--- config.mk ---
export PLATFORM = sky130hd
export DESIGN_NAME = mycpu_mem_wb
export DESIGN_NICKNAME = d
export VERILOG_FILES = /design/src/rtl/mycpu_pkg.sv /design/src/rtl/mycpu_wb_reg.sv /design/src/rtl/mycpu_mem_wb.sv
export SDC_FILE = /design/constraint.sdc
export NUM_CORES = 1
export LEC_CHECK = 0
export ABC_AREA = 1
export CORE_MARGIN = 2
export CORE_UTILIZATION = 60
export DETAILED_ROUTE_END_ITERATION = 8
export DONT_BUFFER_PORTS = 1
export PLACE_DENSITY = 0.74
export SYNTH_ARGS = -nofsm -noshare
export SYNTH_HDL_FRONTEND = slang
export SYNTH_SLANG_ARGS = --single-unit
export TNS_END_PERCENT = 10
--- constraint.sdc ---
create_clock -name clk -period 2.55 [get_ports clk]
set_clock_uncertainty 0.2 [all_clocks]
set_input_delay 0.765 -clock clk [delete_from_list [all_inputs] [get_ports clk]]
set_output_delay 0.765 -clock clk [all_outputs]
set_load 0.01 [all_outputs]
--- src/rtl/mycpu_pkg.sv ---
// Shared definitions for the myCPU pipeline: memory/write-back FSM encoding,
// the zero register and the control-bit positions used by decode and mem/wb.
package mycpu_pkg;

   typedef enum logic [1:0] {
      MW_IDLE = 2'd0,
      MW_REQ  = 2'd1,
      MW_RESP = 2'd2
   } mw_state_t;

   localparam logic [4:0] REG_ZERO = 5'd0;

   // Packed control vector layout: {C6, C5, C3}
   localparam int CTRL_W = 3;
   localparam int C3_BIT = 0;
   localparam int C5_BIT = 1;
   localparam int C6_BIT = 2;

endpackage

--- src/rtl/mycpu_wb_reg.sv ---
// Registered register-file write port: one-cycle wen pulse with r0
// suppression, address/data held between writes, and the retire counter.
module mycpu_wb_reg
   import mycpu_pkg::*;
#(
   parameter int CNT_W = 32
) (
   input  logic             clk,
   input  logic             rst,
   input  logic             i_write,
   input  logic             i_wen_req,
   input  logic [4:0]       i_waddr,
   input  logic [31:0]      i_wdata,
   input  logic             i_retire,
   output logic             o_wen,
   output logic [4:0]       o_waddr,
   output logic [31:0]      o_wdata,
   output logic [CNT_W-1:0] o_retire_cnt
);

   logic             r_wen;
   logic [4:0]       r_waddr;
   logic [31:0]      r_wdata;
   logic [CNT_W-1:0] r_retire_cnt;
   logic             w_do_write;

   assign w_do_write = i_write & i_wen_req & (i_waddr != REG_ZERO);

   // Address and data only move on a real write so they hold otherwise
   always_ff @(posedge clk or negedge rst) begin
      if (!rst) begin
         r_wen        <= 1'b0;
         r_waddr      <= 5'd0;
         r_wdata      <= 32'd0;
         r_retire_cnt <= '0;
      end else begin
         r_wen <= w_do_write;
         if (w_do_write) begin
            r_waddr <= i_waddr;
            r_wdata <= i_wdata;
         end
         if (i_retire) begin
            r_retire_cnt <= r_retire_cnt + CNT_W'(1);
         end
      end
   end

   assign o_wen        = r_wen;
   assign o_waddr      = r_waddr;
   assign o_wdata      = r_wdata;
   assign o_retire_cnt = r_retire_cnt;

endmodule

--- src/rtl/mycpu_mem_wb.sv ---
// Memory-access and write-back stage: word loads/stores over a req/gnt/rvalid
// data-memory port, one memory operation in flight, then register-file write.
module mycpu_mem_wb
   import mycpu_pkg::*;
#(
   parameter int ADDR_W = 32,
   parameter int CNT_W  = 32
) (
   input  logic              clk,
   input  logic              rst,
   input  logic              in_valid,
   output logic              in_ready,
   input  logic [31:0]       alu_result,
   input  logic [31:0]       store_data,
   input  logic [4:0]        target_reg,
   input  logic              c3,
   input  logic              c5,
   input  logic              c6,
   output logic              dm_req,
   output logic              dm_we,
   output logic [ADDR_W-1:0] dm_addr,
   output logic [31:0]       dm_wdata,
   input  logic              dm_gnt,
   input  logic              dm_rvalid,
   input  logic [31:0]       dm_rdata,
   output logic              wen,
   output logic [4:0]        waddr,
   output logic [31:0]       wdata,
   output logic              addr_err,
   output logic [CNT_W-1:0]  retire_cnt
);

   mw_state_t         r_state;
   mw_state_t         w_next;
   logic              r_dm_req;
   logic              r_dm_we;
   logic [ADDR_W-1:0] r_dm_addr;
   logic [31:0]       r_dm_wdata;
   logic [4:0]        r_target;
   logic [CTRL_W-1:0] r_ctrl;
   logic              r_addr_err;

   logic [CTRL_W-1:0] w_ctrl_in;
   logic              w_accept;
   logic              w_is_mem;
   logic              w_misalign;
   logic              w_mem_start;
   logic              w_mis_accept;
   logic              w_alu_accept;
   logic              w_req_gnt;
   logic              w_store_done;
   logic              w_load_done;
   logic              w_wb_write;
   logic              w_wb_wen_req;
   logic [4:0]        w_wb_waddr;
   logic [31:0]       w_wb_wdata;
   logic              w_retire;

   always_comb begin
      w_ctrl_in         = '0;
      w_ctrl_in[C3_BIT] = c3;
      w_ctrl_in[C5_BIT] = c5;
      w_ctrl_in[C6_BIT] = c6;
   end

   assign in_ready     = (r_state == MW_IDLE);
   assign w_accept     = in_valid & in_ready;
   assign w_is_mem     = c3 | c6;
   assign w_misalign   = (alu_result[1:0] != 2'b00);
   assign w_mem_start  = w_accept & w_is_mem & ~w_misalign;
   assign w_mis_accept = w_accept & w_is_mem & w_misalign;
   assign w_alu_accept = w_accept & ~w_is_mem;

   // c6 wins over c3, so a latched store never takes the load path
   assign w_req_gnt    = (r_state == MW_REQ) & dm_gnt;
   assign w_store_done = w_req_gnt & r_ctrl[C6_BIT];
   assign w_load_done  = (w_req_gnt & r_ctrl[C3_BIT] & ~r_ctrl[C6_BIT] & dm_rvalid)
                       | ((r_state == MW_RESP) & dm_rvalid);

   always_ff @(posedge clk or negedge rst) begin
      if (!rst) begin
         r_state <= MW_IDLE;
      end else begin
         r_state <= w_next;
      end
   end

   always_comb begin
      w_next = r_state;
      case (r_state)
         MW_IDLE: begin
            if (w_mem_start) begin
               w_next = MW_REQ;
            end
         end
         MW_REQ: begin
            if (dm_gnt) begin
               if (r_ctrl[C6_BIT] || dm_rvalid) begin
                  w_next = MW_IDLE;
               end else begin
                  w_next = MW_RESP;
               end
            end
         end
         MW_RESP: begin
            if (dm_rvalid) begin
               w_next = MW_IDLE;
            end
         end
         default: w_next = MW_IDLE;
      endcase
   end

   always_ff @(posedge clk or negedge rst) begin
      if (!rst) begin
         r_dm_req   <= 1'b0;
         r_dm_we    <= 1'b0;
         r_dm_addr  <= '0;
         r_dm_wdata <= 32'd0;
         r_target   <= 5'd0;
         r_ctrl     <= '0;
         r_addr_err <= 1'b0;
      end else begin
         r_addr_err <= w_mis_accept;
         if (w_mem_start) begin
            r_dm_req   <= 1'b1;
            r_dm_we    <= c6;
            r_dm_addr  <= ADDR_W'(alu_result);
            r_dm_wdata <= store_data;
            r_target   <= target_reg;
            r_ctrl     <= w_ctrl_in;
         end else if (w_req_gnt) begin
            r_dm_req <= 1'b0;
         end
      end
   end

   // ALU results come straight from the inputs; loads use the latched target
   assign w_wb_write   = w_alu_accept | w_load_done;
   assign w_wb_wen_req = w_alu_accept ? c5 : r_ctrl[C5_BIT];
   assign w_wb_waddr   = w_alu_accept ? target_reg : r_target;
   assign w_wb_wdata   = w_alu_accept ? alu_result : dm_rdata;
   assign w_retire     = w_wb_write | w_store_done | w_mis_accept;

   mycpu_wb_reg #(
      .CNT_W (CNT_W)
   ) u_wb_reg (
      .clk          (clk),
      .rst          (rst),
      .i_write      (w_wb_write),
      .i_wen_req    (w_wb_wen_req),
      .i_waddr      (w_wb_waddr),
      .i_wdata      (w_wb_wdata),
      .i_retire     (w_retire),
      .o_wen        (wen),
      .o_waddr      (waddr),
      .o_wdata      (wdata),
      .o_retire_cnt (retire_cnt)
   );

   assign dm_req   = r_dm_req;
   assign dm_we    = r_dm_we;
   assign dm_addr  = r_dm_addr;
   assign dm_wdata = r_dm_wdata;
   assign addr_err = r_addr_err;

endmodule

======== Word level (Yosys, flattened, before mapping) ========
Index checks and enable logic that the tools add are counted.
word-level totals
  bits in registers ....................... 147
  bits in latches ......................... 0
  RAM bits ................................ 0
  bits in read-only memories .............. 0
  input bits .............................. 109
  logic and storage cells ................. 55
  memories ................................ 0
operators by class
  add/subtract/negate cells ............... 1
  multiply operators ...................... 0
  divide/modulo/power cells ............... 0
  magnitude comparators ................... 0
  equality and inequality tests ........... 5
  shift operators ......................... 0
  mux-type cells .......................... 10
  bitwise gates (word level) .............. 21
  reductions and logical operators ........ 6
operator list
  cell                                                    number
  adder 32 x 1 -> 32 bit (second input constant)          1
  two-way mux 32 bit                                      1
  bitwise AND 1 bit                                       13
  two-way mux 2 bit                                       4
  one-hot mux 2 bit (3 select lines)                      1
  two-way mux 5 bit                                       1
  bitwise OR 1 bit                                        5
  nonzero test 5 bit                                      1
  inequality test 2 bit (second input constant)           2
  nonzero test 2 bit                                      2
  two-way mux 1 bit                                       3
  NOT 1 bit                                               3
  AND reduction 3 bit                                     1
  == test 2 x 1 -> 1 bit (second input constant)          1
  == test 2 bit (second input constant)                   1
  logical NOT 2 bit                                       1
  inequality test 2 x 1 -> 1 bit (second input constant)  1
  logical OR 1 bit                                        1

======== Logic depth before layout (Yosys ltp) ========
  depth in word-level cells ............... 9
  mapped depth ............................ 11
  mapped depth without buffers ............ 9

======== Modules after synthesis ========
Synthesis repeated with hierarchy kept, for this count alone.
second synthesis, totals
  cells, all modules ...................... 813
  area, all modules ....................... 6576.3 µm²
by module, submodules not included
  module        times used  cells each  area each (µm²)
  mycpu_mem_wb  1           422         3367.0
  mycpu_wb_reg  1           391         3209.3

======== Worst setup path after synthesis ========
No wires, ideal clock.
  path type ............................... in2reg
  from .................................... in c6
  to ...................................... reg u_wb_reg.r_wdata[12], in the netlist u_wb_reg.o_wdata[12]
  setup time .............................. 117 ps
  arrival time ............................ 1864 ps
  setup slack ............................. 369 ps
  cell stages on the path ................. 10
  path buffers ............................ 3
  cell sequence ........................... nor2_4 > nand3_2 > buf_6 > o21ai_2 > nand2_1 > o21bai_4 > buf_6 > buf_6 > nand2_1 > nand2_1
on the way
  word-level cells in the longest chain between the ends .. 6
ends and longest elaborated chain
  what                                                            RTL line             source
  start: declaration                                              mycpu_mem_wb.sv:18   input logic c6,
  bitwise OR 1 bit (*)                                            mycpu_mem_wb.sv:68   assign w_is_mem = c3 | c6;
  NOT 1 bit (*)                                                   mycpu_mem_wb.sv:72   assign w_alu_accept = w_accept & ~w_is_mem;
  bitwise AND 1 bit (*)                                           mycpu_mem_wb.sv:72
  two-way mux 5 bit, or another cell as far along                 mycpu_mem_wb.sv:141  assign w_wb_waddr = w_alu_accept ? target_reg : r_target;
  nonzero test 5 bit / bitwise AND 1 bit (equally long branches)  mycpu_wb_reg.sv:27   assign w_do_write = i_write & i_wen_req & (i_waddr != REG_ZERO);
  bitwise AND 1 bit                                               mycpu_wb_reg.sv:27
  end signal: assignment                                          mycpu_wb_reg.sv:40   r_wdata <= i_wdata;
  end: declaration                                                mycpu_wb_reg.sv:23   logic [31:0] r_wdata;
Every way passes the cells marked *; elsewhere a longest branch is shown, timed or not.
A chain may end at the register's enable or synchronous reset.

======== Worst setup path in the final report ========
  from .................................... reg u_wb_reg.r_retire_cnt[0], in the netlist u_wb_reg.o_retire_cnt[0]
  to ...................................... reg u_wb_reg.r_retire_cnt[20], in the netlist u_wb_reg.o_retire_cnt[20]
on the way
  word-level cells in the longest chain between the ends .. 1
ends and longest elaborated chain
  what                      RTL line            source
  start: declaration        mycpu_wb_reg.sv:24  logic [CNT_W-1:0] r_retire_cnt;
  start signal: assignment  mycpu_wb_reg.sv:43  r_retire_cnt <= r_retire_cnt + CNT_W'(1);
  adder 32 x 1 -> 32 bit    mycpu_wb_reg.sv:43
No other way between the ends.

==> run_results.csv <==
group,metric,value,unit
grt,grt_max_degree,147,
floorplan,die_area,12450,sq um
finish,drive_gt1_frac,0.06593,
finish,regArea,3654,sq um
floorplan,ios,247,
floorplan,fp.coreArea,11370,sq um
finish,nets,1007,
floorplan,initial_utilization,0.6110,
clock_tree,clk_pin_slew,0.06,ns
flow_run,cap_violations,0,
clock_tree,clock_latency,0.41,ns
synth,synth_cells,905,
synth,seq_area_frac_synth,0.5259,
setup_path,crit_path_end_kind,"flop",
power_and_ir_drop,swShare,0.3532,
setup_path,crit_slowest_cell,"dfrtp_1",
clock_tree,cts_buffers,17,
synth,synth_nets,1015,
sta,fin_crit_sh,0.8901,
sta,slew_headroom,0.5979,
clock_tree,cts_tree,"yes",
setup_path,crit_required,2.64,ns
clock_tree,cts_root_buf,"clkbuf_16",
floorplan,die_w,111.6,microns
detailed_routing,dr.pass1.iters,5,
placed_design,gp_congestion,0.9229,
detailed_routing,drtAntennaViolNets,0,
placed_design,port_buffers,0,
sta,max_freq,440.6,MHz
grt,grt_pass1_vias,5809,
power_and_ir_drop,p_seq_frac,0.526,
sta,final.min_clock_period,2.270,ns
floorplan,fp.dieH,111.6,microns
setup_path,slowest_delay,0.50,ns
min_path,hold_class,"in2async",
placed_design,hpwl,12.27,mm
sta,hold_viol_final,146,
detailed_routing,wl_per_cell,16.02,microns
finish,multi_input_area,2798,sq um
synth,syn_area_per_cell,7.676,sq um
grt,antenna_found_initial,0,
setup_path,worstPathArrival,2.36,ns
synth,synthesis.area,6947,sq um
run_status,status,"finished, violations left",
detailed_routing,vias_per_cell,5.481,
grt,grt.total_usage,0.2815,
sta,setup_tns,0,ns
clock_tree,cts_buffer_depth,2,
power_and_ir_drop,peakVddDrop,0.5092,mV
finish,area_growth,10.10,%
power_and_ir_drop,p_leak,3.947,nW
grt,grt_pass1_wl,28.13,mm
finish,final_util,0.6727,
clock_tree,htree_levels,4,
detailed_routing,wl,16.87,mm
sta,drv_slew,0,
detailed_routing,num_vias,5772,
setup_path,ff2ff_setup_slack,0.28,ns
setup_path,cp-start-kind,"flop",
setup_path,worst-path-max-fanout,6,
setup_path,cp_common_cell,"nand3_1",
power_and_ir_drop,switchingPower,0.002598,W
power_and_ir_drop,p_total,0.007357,W
grt,grt_overflow,0,
detailed_routing,drc,0,
setup_path,crit_chain,"ha_2 -> nand3_1 -> nor3_2 -> inv_1 -> nor2_2 -> nand3_1 -> o21ai_0 -> nand2_1",
run_status,violations,"negative hold slack",
sta,rsz0062_at_grt,"false",
sta,timing.hold.ws,-0.1611,ns
setup_path,critPathKind,"reg2reg",
power_and_ir_drop,p_comb_frac,0.145,
sta,worstMarginPinSlew,0.5986,ns
floorplan,rows,39,
detailed_routing,drt-initial-drc-count,381,
synth,ys_ff_latch,146,
power_and_ir_drop,internal_power,0.004759,W
power_and_ir_drop,power_density,961.9,nW/um^2
synth,synth.distinct_cells,31,
power_and_ir_drop,p_clk_frac,0.329,
clock_tree,post-cts-setup-buffer-count,0,
finish,fillers,940,
clock_tree,cts_sinks,146,
sta,setup_viol,0,
synth,synth_warnings,0,
finish,diodes,0,
final cells by class:
type	count	share of cell area
Clock buffer	18	0.05742
Clock inverter	14	0.01865
Inverter	81	0.03975
Multi-Input combinational cell	640	0.3658
Sequential cell	146	0.4777
Tap cell	143	0.02339
Timing Repair Buffer	11	0.01734
layer usage:
| metal | global-route usage | up-vias | wire length, microns |
|---|---|---|---|
| li1 | - | 2803 | - |
| met1 | 0.3436 | 2650 | 6544 |
| met2 | 0.4667 | 282 | 8251 |
| met3 | 0.09309 | 37 | 1565 |
| met4 | 0.1111 | 0 | 503 |
| met5 | 0 | - | 0 |
layout by cell type, fill, tap and decap left out, types with 2 or more instances in the layout:
| cell type | n |
|---|---|
| nor2_2 | 2 |
| clkinvlp_4 | 5 |
| inv_6 | 5 |
| buf_12 | 4 |
| clkbuf_16 | 17 |
| nor2_1 | 49 |
| nand2_1 | 395 |
| nand3_1 | 51 |
| nor3_2 | 2 |
| xor2_1 | 10 |
| buf_4 | 7 |
| o21ai_2 | 2 |
| dfrtp_1 | 146 |
| inv_8 | 2 |
| nor3_1 | 9 |
| nand3b_1 | 6 |
| o21ai_0 | 91 |
| nor2_4 | 2 |
| inv_1 | 80 |
| nand4_1 | 8 |
| nand2_2 | 2 |
critical path: cells and delay by family (launching register included):
kind / cells / cell delay [ns]
AOI/OAI and AO/OA: 1 / 0.18
adders and majority gates: 1 / 0.30
buffers and inverters: 1 / 0.11
DFF: 1 / 0.50
and+or+nand+nor: 5 / 0.87
state kept, by name, summed over array words and instances (netlist names):
signal	cells
dm_req	1
addr_err	1
u_wb_reg.o_waddr	5
dm_we	1
u_wb_reg.o_wen	1
u_wb_reg.o_wdata	32
r_ctrl	2
r_target	5
u_wb_reg.o_retire_cnt	32
r_state	2
dm_addr	32
dm_wdata	32
final timing paths:
check / start / endpoint / cells after the start
setup / recovery: u_wb_reg.o_retire_cnt[0] / u_wb_reg.o_retire_cnt[20] / 8
hold / removal: rst / dm_addr[30] / 0
setup reg to reg: u_wb_reg.o_retire_cnt[0] / u_wb_reg.o_retire_cnt[20] / 8
hold reg to reg: r_target[0] / r_target[0] / 2
max in group asynchronous: rst / u_wb_reg.o_retire_cnt[28] / 0
min in group clk: dm_rvalid / r_state[1] / 1
logic make-up after synthesis:
| group | after synthesis | share of synthesized area |
|---|---|---|
| simple gates | 531 | 0.3123 |
| flops | 146 | 0.5259 |
| buf+inv | 119 | 0.07277 |
| compound gates | 97 | 0.07331 |
| xor+xnor | 11 | 0.01387 |
| fa+ha+maj | 1 | 0.001801 |
Yosys cell counts:
cell type	instances	area (sq um)
xor2_1	10	87.58
nor3_2	2	20.02
nor2_4	2	22.52
buf_2	20	100.1
a21boi_0	1	7.510
dfrtp_1	146	3654
clkbuf_1	11	41.29
nor2_2	2	12.51
o21bai_4	1	18.77
a21oi_1	1	5.000
xnor2_1	1	8.760
o21ai_1	1	5.000
o21ai_2	2	17.52
nand3_2	1	10.01
nand3b_1	6	45.04
or2_2	1	6.260
nand2_1	396	1486
ha_1	1	12.51
nand4_1	8	50.05
inv_1	80	300.3
nand3_1	51	255.2
nor3_1	9	45.04
nor2_1	49	183.9
o21ai_0	91	455.4
buf_6	4	45.04
inv_2	1	3.750
buf_4	1	7.510
nand4_2	1	12.51
nor3b_1	1	7.510
nand2_2	2	12.51
buf_1	2	7.510
metrics by stage:
| stage | hold slack [ns] | cell area [sq um] | cells | setup slack [ns] |
|---|---|---|---|---|
| 2_1_floorplan | 0.2492 | 6947 | 905 | 0.3689 |
| 3_3_place_gp | 0.2688 | 7064 | 1021 | 0.1119 |
| 3_5_place_dp | 0.2724 | 7064 | 1021 | 0.09164 |
| 4_1_cts | -0.1766 | 7646 | 1053 | 0.2758 |
| 5_1_grt | -0.1832 | 7649 | 1053 | 0.05203 |
| 6_report | -0.1611 | 7649 | 1053 | 0.2802 |
power by group through the flow:
| stage | logic [W] | clock network [W] | registers (W) |
|---|---|---|---|
| after floorplan | 0.000861 | 0 | 0.00367 |
| after global placement | 0.000987 | 0 | 0.00389 |
| after detailed placement | 0.00107 | 0 | 0.00390 |
| after CTS | 0.00107 | 0.00247 | 0.00387 |
| after global routing | 0.00126 | 0.00258 | 0.00394 |
| final | 0.00107 | 0.00242 | 0.00387 |
what timing repair did:
| action | 4_1_cts | 5_1_grt |
|---|---|---|
| endpoints found under the setup margin | 0 | 2 |
| endpoints found under the hold margin | 146 | 146 |
| resized for setup | 0 | 1 |
(Power assumes the default switching activity.)
